File: src/rtl/multicycle_control_unit_if.sv
// Control bundle between the multicycle sequencer and the shared datapath.
// master = the control unit, slave = the datapath side.
interface multicycle_control_unit_if #(
  parameter int ALUOP_W = 3
);
  logic [5:0]         OpCode;
  logic               MemReady;
  logic               PCWrite;
  logic               PCWriteCond;
  logic               IorD;
  logic               IRWrite;
  logic               MemRead;
  logic               MemWrite;
  logic               MemtoReg;
  logic               RegDst;
  logic               RegWrite;
  logic               ALUSrcA;
  logic [1:0]         ALUSrcB;
  logic [1:0]         PCSource;
  logic               BranchNe;
  logic [ALUOP_W-1:0] ALUOp;
  logic               InstrDone;
  logic               IllegalOp;
  logic               Halted;

  modport master (
    input  OpCode, MemReady,
    output PCWrite, PCWriteCond, IorD, IRWrite,
    output MemRead, MemWrite, MemtoReg, RegDst,
    output RegWrite, ALUSrcA, ALUSrcB, PCSource,
    output BranchNe, ALUOp, InstrDone, IllegalOp,
    output Halted
  );

  modport slave (
    output OpCode, MemReady,
    input  PCWrite, PCWriteCond, IorD, IRWrite,
    input  MemRead, MemWrite, MemtoReg, RegDst,
    input  RegWrite, ALUSrcA, ALUSrcB, PCSource,
    input  BranchNe, ALUOp, InstrDone, IllegalOp,
    input  Halted
  );
endinterface

File: src/rtl/multicycle_control_unit.sv
// Multicycle MIPS control FSM: FETCH/DECODE/EXEC/MEM/WB sequencing
// with MemReady stalls and a trap-or-skip policy for illegal opcodes.
module multicycle_control_unit #(
  parameter int ALUOP_W         = 3,
  parameter bit TRAP_ON_ILLEGAL = 1'b1
) (
  input  logic clk,
  input  logic rst,
  multicycle_control_unit_if.master bus
);

  localparam logic [5:0] OP_R    = 6'b000000;
  localparam logic [5:0] OP_LW   = 6'b100011;
  localparam logic [5:0] OP_SW   = 6'b101011;
  localparam logic [5:0] OP_BEQ  = 6'b000100;
  localparam logic [5:0] OP_BNE  = 6'b000101;
  localparam logic [5:0] OP_ADDI = 6'b001000;
  localparam logic [5:0] OP_J    = 6'b000010;

  localparam logic [ALUOP_W-1:0] AOP_ADD = '0;
  localparam logic [ALUOP_W-1:0] AOP_SUB = ALUOP_W'(1);
  localparam logic [ALUOP_W-1:0] AOP_FN  = ALUOP_W'(2);

  typedef enum logic [3:0] {
    S_RST_IDLE, S_FETCH,  S_DECODE, S_EXEC_R,
    S_R_WB,     S_EXEC_I, S_I_WB,   S_MEM_ADDR,
    S_MEM_RD,   S_LW_WB,  S_MEM_WR, S_BRANCH,
    S_JUMP,     S_HALT
  } state_t;

  state_t     r_state;
  state_t     w_next;
  logic [5:0] r_op;

  logic w_is_r, w_is_mem, w_is_br, w_is_i, w_is_j;

  assign w_is_r   = bus.OpCode == OP_R;
  assign w_is_mem = bus.OpCode == OP_LW || bus.OpCode == OP_SW;
  assign w_is_br  = bus.OpCode == OP_BEQ || bus.OpCode == OP_BNE;
  assign w_is_i   = bus.OpCode == OP_ADDI;
  assign w_is_j   = bus.OpCode == OP_J;

  always_ff @(posedge clk) begin
    if (rst) begin
      r_state <= S_RST_IDLE;
      r_op    <= '0;
    end else begin
      r_state <= w_next;
      if (r_state == S_DECODE)
        r_op <= bus.OpCode;
    end
  end

  always_comb begin
    w_next          = r_state;
    bus.PCWrite     = 1'b0;
    bus.PCWriteCond = 1'b0;
    bus.IorD        = 1'b0;
    bus.IRWrite     = 1'b0;
    bus.MemRead     = 1'b0;
    bus.MemWrite    = 1'b0;
    bus.MemtoReg    = 1'b0;
    bus.RegDst      = 1'b0;
    bus.RegWrite    = 1'b0;
    bus.ALUSrcA     = 1'b0;
    bus.ALUSrcB     = 2'b00;
    bus.PCSource    = 2'b00;
    bus.BranchNe    = 1'b0;
    bus.ALUOp       = AOP_ADD;
    bus.InstrDone   = 1'b0;
    bus.IllegalOp   = 1'b0;
    bus.Halted      = 1'b0;
    unique case (r_state)
      S_RST_IDLE: w_next = S_FETCH;
      S_FETCH: begin
        bus.MemRead = 1'b1;
        bus.ALUSrcB = 2'b01;
        bus.IRWrite = bus.MemReady;
        bus.PCWrite = bus.MemReady;
        if (bus.MemReady) w_next = S_DECODE;
      end
      S_DECODE: begin
        bus.ALUSrcB = 2'b11;
        unique case (1'b1)
          w_is_r:   w_next = S_EXEC_R;
          w_is_mem: w_next = S_MEM_ADDR;
          w_is_br:  w_next = S_BRANCH;
          w_is_i:   w_next = S_EXEC_I;
          w_is_j:   w_next = S_JUMP;
          default: begin
            bus.IllegalOp = 1'b1;
            w_next = TRAP_ON_ILLEGAL ? S_HALT : S_FETCH;
          end
        endcase
      end
      S_EXEC_R: begin
        bus.ALUSrcA = 1'b1;
        bus.ALUOp   = AOP_FN;
        w_next      = S_R_WB;
      end
      S_R_WB: begin
        bus.RegDst    = 1'b1;
        bus.RegWrite  = 1'b1;
        bus.InstrDone = 1'b1;
        w_next        = S_FETCH;
      end
      S_EXEC_I: begin
        bus.ALUSrcA = 1'b1;
        bus.ALUSrcB = 2'b10;
        w_next      = S_I_WB;
      end
      S_I_WB: begin
        bus.RegWrite  = 1'b1;
        bus.InstrDone = 1'b1;
        w_next        = S_FETCH;
      end
      S_MEM_ADDR: begin
        bus.ALUSrcA = 1'b1;
        bus.ALUSrcB = 2'b10;
        w_next = (r_op == OP_LW) ? S_MEM_RD : S_MEM_WR;
      end
      S_MEM_RD: begin
        bus.MemRead = 1'b1;
        bus.IorD    = 1'b1;
        if (bus.MemReady) w_next = S_LW_WB;
      end
      S_LW_WB: begin
        bus.MemtoReg  = 1'b1;
        bus.RegWrite  = 1'b1;
        bus.InstrDone = 1'b1;
        w_next        = S_FETCH;
      end
      S_MEM_WR: begin
        bus.MemWrite  = 1'b1;
        bus.IorD      = 1'b1;
        bus.InstrDone = bus.MemReady;
        if (bus.MemReady) w_next = S_FETCH;
      end
      S_BRANCH: begin
        bus.ALUSrcA     = 1'b1;
        bus.ALUOp       = AOP_SUB;
        bus.PCWriteCond = 1'b1;
        bus.PCSource    = 2'b01;
        bus.BranchNe    = r_op == OP_BNE;
        bus.InstrDone   = 1'b1;
        w_next          = S_FETCH;
      end
      S_JUMP: begin
        bus.PCWrite   = 1'b1;
        bus.PCSource  = 2'b10;
        bus.InstrDone = 1'b1;
        w_next        = S_FETCH;
      end
      S_HALT: bus.Halted = 1'b1;
      default: w_next = S_RST_IDLE;
    endcase
  end

endmodule

File: src/flat_wrapper.sv
// flat-port wrapper written by rule: the top's interface ports become plain ports
module multicycle_control_unit_flat 
#(
  parameter int ALUOP_W         = 3,
  parameter bit TRAP_ON_ILLEGAL = 1'b1
)
  (clk, rst, bus_OpCode, bus_MemReady, bus_PCWrite, bus_PCWriteCond, bus_IorD, bus_IRWrite, bus_MemRead, bus_MemWrite, bus_MemtoReg, bus_RegDst, bus_RegWrite, bus_ALUSrcA, bus_ALUSrcB, bus_PCSource, bus_BranchNe, bus_ALUOp, bus_InstrDone, bus_IllegalOp, bus_Halted);
  multicycle_control_unit_if #(.ALUOP_W(ALUOP_W)) bus_i ();
  input  logic clk;
  input  logic rst;
  input wire logic [$bits(bus_i.OpCode)-1:0] bus_OpCode;
  input wire logic [$bits(bus_i.MemReady)-1:0] bus_MemReady;
  output wire logic [$bits(bus_i.PCWrite)-1:0] bus_PCWrite;
  output wire logic [$bits(bus_i.PCWriteCond)-1:0] bus_PCWriteCond;
  output wire logic [$bits(bus_i.IorD)-1:0] bus_IorD;
  output wire logic [$bits(bus_i.IRWrite)-1:0] bus_IRWrite;
  output wire logic [$bits(bus_i.MemRead)-1:0] bus_MemRead;
  output wire logic [$bits(bus_i.MemWrite)-1:0] bus_MemWrite;
  output wire logic [$bits(bus_i.MemtoReg)-1:0] bus_MemtoReg;
  output wire logic [$bits(bus_i.RegDst)-1:0] bus_RegDst;
  output wire logic [$bits(bus_i.RegWrite)-1:0] bus_RegWrite;
  output wire logic [$bits(bus_i.ALUSrcA)-1:0] bus_ALUSrcA;
  output wire logic [$bits(bus_i.ALUSrcB)-1:0] bus_ALUSrcB;
  output wire logic [$bits(bus_i.PCSource)-1:0] bus_PCSource;
  output wire logic [$bits(bus_i.BranchNe)-1:0] bus_BranchNe;
  output wire logic [$bits(bus_i.ALUOp)-1:0] bus_ALUOp;
  output wire logic [$bits(bus_i.InstrDone)-1:0] bus_InstrDone;
  output wire logic [$bits(bus_i.IllegalOp)-1:0] bus_IllegalOp;
  output wire logic [$bits(bus_i.Halted)-1:0] bus_Halted;
  assign bus_i.OpCode = bus_OpCode;
  assign bus_i.MemReady = bus_MemReady;
  assign bus_PCWrite = bus_i.PCWrite;
  assign bus_PCWriteCond = bus_i.PCWriteCond;
  assign bus_IorD = bus_i.IorD;
  assign bus_IRWrite = bus_i.IRWrite;
  assign bus_MemRead = bus_i.MemRead;
  assign bus_MemWrite = bus_i.MemWrite;
  assign bus_MemtoReg = bus_i.MemtoReg;
  assign bus_RegDst = bus_i.RegDst;
  assign bus_RegWrite = bus_i.RegWrite;
  assign bus_ALUSrcA = bus_i.ALUSrcA;
  assign bus_ALUSrcB = bus_i.ALUSrcB;
  assign bus_PCSource = bus_i.PCSource;
  assign bus_BranchNe = bus_i.BranchNe;
  assign bus_ALUOp = bus_i.ALUOp;
  assign bus_InstrDone = bus_i.InstrDone;
  assign bus_IllegalOp = bus_i.IllegalOp;
  assign bus_Halted = bus_i.Halted;
  multicycle_control_unit #(.ALUOP_W(ALUOP_W), .TRAP_ON_ILLEGAL(TRAP_ON_ILLEGAL)) u_core (.clk(clk), .rst(rst), .bus(bus_i));
endmodule
File: config.mk
export PLATFORM = sky130hd
export DESIGN_NAME = multicycle_control_unit_flat
export DESIGN_NICKNAME = d
export VERILOG_FILES = /design/src/rtl/multicycle_control_unit_if.sv /design/src/rtl/multicycle_control_unit.sv /design/src/flat_wrapper.sv
export SDC_FILE = /design/constraint.sdc
export NUM_CORES = 1
export LEC_CHECK = 0
export CAP_MARGIN = 10
export CORE_AREA = 2 2 50 52
export DETAILED_ROUTE_END_ITERATION = 8
export DIE_AREA = 0 0 52 54
export PLACE_DENSITY = 0.76
export SKIP_CTS_REPAIR_TIMING = 1
export SYNTH_ARGS = -nofsm -noshare
export SYNTH_HDL_FRONTEND = slang
export SYNTH_SLANG_ARGS = --single-unit
export TNS_END_PERCENT = 5
File: constraint.sdc
create_clock -name clk -period 1.7 [get_ports clk]
set_input_delay 0.425 -clock clk [delete_from_list [all_inputs] [get_ports clk]]
set_output_delay 0.425 -clock clk [all_outputs]
set_load 0.02 [all_outputs]
Yosys cells after proc, flatten, opt, wreduce, memory -nomap -nowiden:

Cells that the tools add are included.
Widths: inputs -> output; s select.

* register bits after elaboration: 10
* latch bits: 0
* memory bits (writable): 0
* ROM bits: 0
* bits of input ports: 9
* output and inout bits: 21
* logic and storage cells: 64
* memories: 0

* $add $sub $neg: 0
* multipliers: 0
* div/mod/pow operators: 0
* order comparisons: 0
* equality and inequality tests: 24
* shifts and indexed selects: 0
* muxes and demuxes: 24
* bitwise logic cells: 1
* reduce and logical (&&, ||, !) cells: 13

Operators with widths (count)
* $pmux 4 s9: 1
* $eq 4x4->1 const B: 6
* $pmux 4 s5: 1
* $eq 6x3->1 const B: 3
* $eq 6x6->1 const B: 3
* $eq 4x3->1 const B: 4
* $mux 1: 13
* $mux 4: 3
* $reduce_or 5->1: 2
* $eq 4x2->1 const B: 2
* $pmux 2 s2: 2
* $eq 6x2->1 const B: 1
* $eq 6x4->1 const B: 1
* $logic_not 6->1: 1
* $ne 2x2->1 const B: 3
* $pmux 2 s3: 1
* $reduce_or 2->1: 3
* $reduce_or 6->1: 1
* $eq 4x1->1 const B: 1
* $logic_not 4->1: 1
* $pmux 1 s2: 2
* $reduce_and 4->1: 1
* $reduce_or 4->1: 1
* $reduce_or 3->1: 1
* 3 further kinds: 4

Longest topological paths before layout:

Gate-level depths: netlist of run 1.

* depth after elaboration: 5
* gate-level depth with buffers: 6

Worst setup path after synthesis of run 1:

OpenSTA, ideal clock, no wires.

* path type: register -> output
* start point: reg u_core.r_op[3]
* end point: out bus_BranchNe
* arrival: 1.677 ns
* data required time: 1.275 ns
* path slack: -0.402 ns
* cell stages (with the launch flop): 4
* path buffers: 0
* cell sequence: dfxtp_1 or3b_2 or4b_1 nor3_1

* longest elaborated chain between the ends: 2

Ends and longest elaborated chain
* from (decl): line multicycle_control_unit.sv:33 `logic [5:0] r_op;`
* from (signal assigned): line multicycle_control_unit.sv:50 `r_op <= bus.OpCode;`
* $eq 6x3->1: line multicycle_control_unit.sv:144 `bus.BranchNe = r_op == OP_BNE;`
* $mux 1: line multicycle_control_unit.sv:73 `unique case (r_state)`
* to (decl): line flat_wrapper.sv:25 `output wire logic [$bits(bus_i.BranchNe)-1:0] bus_BranchNe;`

Every way passes these cells.

Worst setup path after layout of run 1:

* start point: reg u_core.r_op[4]
* end point: out bus_BranchNe

Same word-level chain as after synthesis.

==> results of run 1 <==
[worst max path at each step]
stage	startpoint	end	slack, ps	cells past startpoint
floorplan	u_core.r_op[3]	bus_BranchNe	-210	3
global placement	bus_OpCode[2]	bus_IllegalOp	-820	6
detailed placement	bus_OpCode[2]	bus_IllegalOp	-860	6
CTS	u_core.r_op[0]	bus_BranchNe	-1060	4
global route	u_core.r_op[4]	bus_BranchNe	-500	4
finish	u_core.r_op[4]	bus_BranchNe	-480	4
[flip-flops by register name, summed over array words and instances (netlist names)]
register        cells
u_core.r_op         6
u_core.r_state      4
[cell usage after synthesis, drive strengths merged]
cell / number / area, sq um
o32ai: 1 / 8.76
nor3: 5 / 25.0
nand2b: 5 / 31.3
o31ai: 2 / 15.0
o31a: 1 / 8.76
o22ai: 2 / 12.5
or3: 1 / 6.26
a221oi: 1 / 8.76
inv: 4 / 15.0
nor2b: 2 / 12.5
or2: 3 / 18.8
nor4: 1 / 6.26
conb: 1 / 3.75
dfxtp: 10 / 200
buf: 10 / 70.1
nor4b: 1 / 8.76
a211oi: 1 / 12.5
a32o: 1 / 10.0
clkbuf: 4 / 25.0
or4b: 3 / 33.8
a2111oi: 1 / 8.76
xor2: 1 / 8.76
and3: 2 / 12.5
a21oi: 11 / 55.1
nor2: 16 / 60.1
nand2: 20 / 75.1
a21o: 1 / 7.51
and4b: 1 / 10.0
a31oi: 5 / 31.3
xnor2: 1 / 8.76
or3b: 2 / 17.5
o21ai: 4 / 20.0
[layer usage]
layer	wire length (microns)	vias to the layer above	GRT usage	share of wire
met1	1050	487	0.183	0.39
met2	1480	45	0.371	0.55
met4	0	0	0.0132	0
met5	0	-	0	0
met3	169	0	0.0333	0.063
li1	-	526	-	-
[cell type report]
type / count / area, sq um / share of cell area
tap: 30 / 37.5 / 0.0267
multi-input combinational: 96 / 617 / 0.439
sequential: 10 / 208 / 0.148
clock buffer: 4 / 36.3 / 0.0258
timing repair buffer: 59 / 493 / 0.351
inverter: 4 / 15.0 / 0.0107
[worst reg2reg max path, delay by kind of cell (launching register included)]
kind / cells / cell delay [ps]
AND/OR/NAND/NOR: 1 / 560
AO/OA/AOI/OAI: 3 / 440
flip-flops: 1 / 330
buffers and inverters: 1 / 180
[cell families after synthesis]
family / Yosys count / synth area share
flops: 10 / 0.236
buf+inv: 18 / 0.130
xor+xnor: 2 / 0.0207
simple gates: 62 / 0.375
other cells: 1 / 0.00442
compound gates: 31 / 0.235
[metrics by stage]
stage / utilization / total power, W
floorplan: - / 0.000497
global placement: 0.567 / 0.000668
detailed placement: 0.567 / 0.000677
CTS: 0.583 / 0.000889
global route: 0.606 / 0.000965
finish: 0.606 / 0.000914
[power groups by stage]
| stage | registers [W] | logic (W) | clock network, W |
|---|---|---|---|
| after floorplan | 0.000262 | 0.000235 | 0 |
| after global routing | 0.000268 | 0.000471 | 0.000226 |
| after CTS | 0.000262 | 0.000412 | 0.000215 |
| after detailed placement | 0.000267 | 0.000410 | 0 |
| final | 0.000266 | 0.000439 | 0.000210 |
| after global placement | 0.000266 | 0.000402 | 0 |
==> flow_metrics.tcl, run 1 <==
set metrics [dict create \
    setup_viol 15 \
    ant_nets 0 \
    dp.cells 198 \
    cts.reportedPaths.clkPinSlew_ps 60 \
    drt_first_iter_violations 21 \
    violations "setup timing" \
    clock_skew_ps 0.464 \
    cp_top_family "simple AND/OR/NAND/NOR gates" \
    regToRegSetupSlack_ps 100 \
    rows 18 \
    fin_tns_setup_ps -1850 \
    cp.required_ps 1270 \
    worstReg2RegStart "u_core.r_state[0]" \
    syn_nets 133 \
    diodes 0 \
    hold_path_depth 2 \
    crit_arrival_ps 1750 \
    place_congestion 0.802 \
    start_kind "flop" \
    cts_max_path_buffers 2 \
    fin_area_sq_mm 0.00141 \
    fin_cells 203 \
    drv_slew 0 \
    synth_cell_types 37 \
    h-tree-depth 1 \
    p_leak_nw 0.650 \
    synth_cells 124 \
    dr.pass1.iters 5 \
    cp-end-kind "primary output" \
    postPlaceCellArea_sq_mm 0.00132 \
    drive_gt1_frac 0.503 \
    port-buffer-count 28 \
    cts_made_buffers 3 \
    nets 183 \
    globalRouteTotalUtil 0.176 \
    drc 0 \
    avgSynthCellArea_sq_um 6.84 \
    cts_tree "yes" \
    path_cells "or3b_4 -> or4b_4 -> nor3_4 -> buf_6" \
    dieArea_sq_mm 0.00281 \
    netSwitchingFraction 0.355 \
    min_period_ps 2180 \
    wl_microns 2700 \
    combPwrFrac 0.480 \
    hold-path-endpoint "u_core.r_op[0]" \
    setup_slack_ps -476 \
    max_freq_mhz 460 \
    reg2reg_depth 5 \
    final_hold_viol_count 0 \
    rsz0062_at_grt "yes" \
    grt_pass1_vias 924 \
    vdd_ir_drop_max_mv 0.633 \
    min_path_type "flop to flop" \
    holdWs_ps 454 \
    worst_skew_pair.late_latency_ps 260 \
    grt_max_degree 18 \
    syn_to_final_growth_pct 65.8 \
    ioPinCount 30 \
    num_vias 1058 \
    drv_cap 0 \
    n_fill_cell 232 \
    seqPwrFrac 0.291 \
    p_sw_w 0.000325 \
    layout_common_cells "buf_4, nand2_1, nor2_1" \
    hp-start "u_core.r_op[0]" \
    worst-path-buf-inv 1 \
    core-area_sq_mm 0.00232 \
    syn-cell-area_sq_um 848 \
    path_max_fanout 2 \
    yosys_warnings 0 \
    clkSinkCount 10 \
    antenna_found_initial 0 \
    seq_area_frac_synth 0.236 \
    p_int_w 0.000589 \
    cts-root-buf "clkbuf_4" \
    die_x_microns 52 \
    status "complete, but fails checks" \
    grt_pass1_wl_microns 3740 \
    start_util 0.366 \
    post_drt_wl_per_cell_microns 13.3 \
    cp_slowest_stage_delay_ps 510 \
    layout_commonest_cell "buf_4" \
    synth_seq_cells 10 \
    setup.worst_path.class "flop to primary output" \
    cpMaxStageDelayCell "or4b_4" \
    clkPwrFrac 0.230 \
    die_h_microns 54 \
    post-place-ws_ps -855 \
    reg2reg_to "u_core.r_state[3]" \
    period_share 1.28 \
    vias_per_cell 5.21 \
    powerDensity_mw_per_mm2 650 \
    grt-ovfl-total 0 \
    hpwlAfterDp_microns 1990 \
]
Note: power is estimated with default switching activity, not from simulation.
==> run 2, diff against run 1 <==
SKIP_LAST_GASP = 1   (was default)
SLEW_MARGIN = 20   (was default)
==> run 2 against run 1 <==
The flow still finishes with violations (setup timing). Via count down 1.0%. Final area up 0.62%. Utilization up 0.38 points. Clock power about the same. Critical path type unchanged. Highest routed layer unchanged.
==> flow_metrics.tcl, run 2 (same netlist as run 1, synthesis figures left out) <==
set metrics [dict create \
    hold-path-endpoint "u_core.r_op[0]" \
    layout_commonest_cell "buf_4" \
    regToRegSetupSlack_ps 10 \
    grt_max_degree 18 \
    hold_path_depth 2 \
    cts_tree "yes" \
    powerDensity_mw_per_mm2 624 \
    utilization 0.610 \
    syn_to_final_growth_pct 66.8 \
    ant_nets 0 \
    cts_max_path_buffers 2 \
    worst_skew_pair.late_latency_ps 260 \
    nets 183 \
    worstReg2RegStart "u_core.r_state[2]" \
    globalRouteTotalUtil 0.176 \
    drive_gt1_frac 0.301 \
    core-area_sq_mm 0.00232 \
    cts_made_buffers 3 \
    largest_registers "u_core.r_op: 6 flops, u_core.r_state: 4 flops" \
    drv_slew 0 \
    regMostFlops "u_core.r_op" \
    cp-end-kind "primary output" \
    grt_pass1_wl_microns 3740 \
    setup_viol 24 \
    ioPinCount 30 \
    p_leak_nw 0.853 \
    rows 18 \
    die_x_microns 52 \
    seqCellArea_sq_um 204 \
    multi_input_area_sq_um 571 \
    fin_cells 203 \
    min_path_type "flop to flop" \
    drc 0 \
    grt_pass1_vias 924 \
    cp.required_ps 1270 \
    vias_per_cell 5.16 \
    h-tree-depth 1 \
    layout_common_cells "buf_4, nand2_1, dlymetal6s2s_1" \
    rsz0062_at_grt "yes" \
    max_freq_mhz 461 \
    cts-root-buf "clkbuf_4" \
    post_drt_wl_per_cell_microns 12.4 \
    dieArea_sq_mm 0.00281 \
    hpwlAfterDp_microns 1990 \
    reg2reg_to "u_core.r_state[1]" \
    wl_microns 2520 \
    total_power_w 0.000883 \
    diodes 0 \
    cts.reportedPaths.clkPinSlew_ps 60 \
    period_share 1.28 \
    antenna_found_initial 0 \
    dp.cells 198 \
    drv_cap 0 \
    path_max_fanout 2 \
    num_vias 1047 \
    die_h_microns 54 \
    status "complete, but fails checks" \
    start_kind "flop" \
    clkSinkCount 10 \
    setup_slack_ps -471 \
    n_fill_cell 220 \
    port-buffer-count 28 \
    reg2reg_depth 5 \
    start_util 0.366 \
    max_slew.worst_pin.slew_ps 570 \
    min_period_ps 2170 \
    hp-start "u_core.r_op[0]" \
    clock_skew_ps 1.41 \
    violations "setup timing" \
    drt_first_iter_violations 34 \
    dr.pass1.iters 5 \
    place_congestion 0.802 \
    setup.worst_path.class "flop to primary output" \
    vdd_ir_drop_max_mv 0.631 \
    largest_reg_flops 6 \
    grt-ovfl-total 0 \
    crit_arrival_ps 1750 \
    final_hold_viol_count 0 \
    relSlewSlack 0.610 \
]
-- run 2: through the flow --
| stage | hold WS, ps | TNS, ps | setup slack, ps | area, sq um |
|---|---|---|---|---|
| 2_1_floorplan | 432 | -975 | -214 | 868 |
| 3_3_place_gp | 441 | -8200 | -817 | 1320 |
| 3_5_place_dp | 451 | -8960 | -855 | 1320 |
| 4_1_cts | 460 | -12710 | -1060 | 1350 |
| 5_1_grt | 477 | -6910 | -506 | 1420 |
| 6_report | 453 | -5080 | -471 | 1420 |
-- run 2: how the worst max path moves through the flow --
stage | from | endpoint | slack, ps | cells past startpoint
after floorplan | u_core.r_op[3] | bus_BranchNe | -210 | 3
after global placement | bus_OpCode[2] | bus_IllegalOp | -820 | 6
after detailed placement | bus_OpCode[2] | bus_IllegalOp | -860 | 6
after CTS | u_core.r_op[0] | bus_BranchNe | -1060 | 4
after global routing | u_core.r_op[4] | bus_BranchNe | -510 | 4
final | u_core.r_op[4] | bus_BranchNe | -470 | 4
-- run 2: final cells by class --
| class | instances | share of cell area |
|---|---|---|
| timing repair buffer | 59 | 0.390 |
| clock buffer | 4 | 0.0256 |
| multi-input combinational | 96 | 0.403 |
| inverter | 4 | 0.0106 |
| tap | 30 | 0.0265 |
| sequential | 10 | 0.144 |
-- run 2: per-layer routing --
| metal | vias to the layer above | global-route usage | wire (microns) |
|---|---|---|---|
| met2 | 46 | 0.371 | 1380 |
| met3 | 0 | 0.0333 | 193 |
| met1 | 477 | 0.183 | 946 |
| met4 | 0 | 0.0132 | 0 |
| li1 | 524 | - | - |
| met5 | - | 0 | 0 |
-- run 2: power by group --
part           internal [W]  switching (W)  total [W]
Clock              0.000130      0.0000813   0.000211
Sequential         0.000252     0.00000979   0.000262
Combinational      0.000199       0.000211   0.000410
-- run 2: critical path, cell delays in order, from the launching register on --
cell,delay [ps]
dfxtp_2,320
or3b_4,390
or4b_4,510
nor3_4,130
buf_6,140
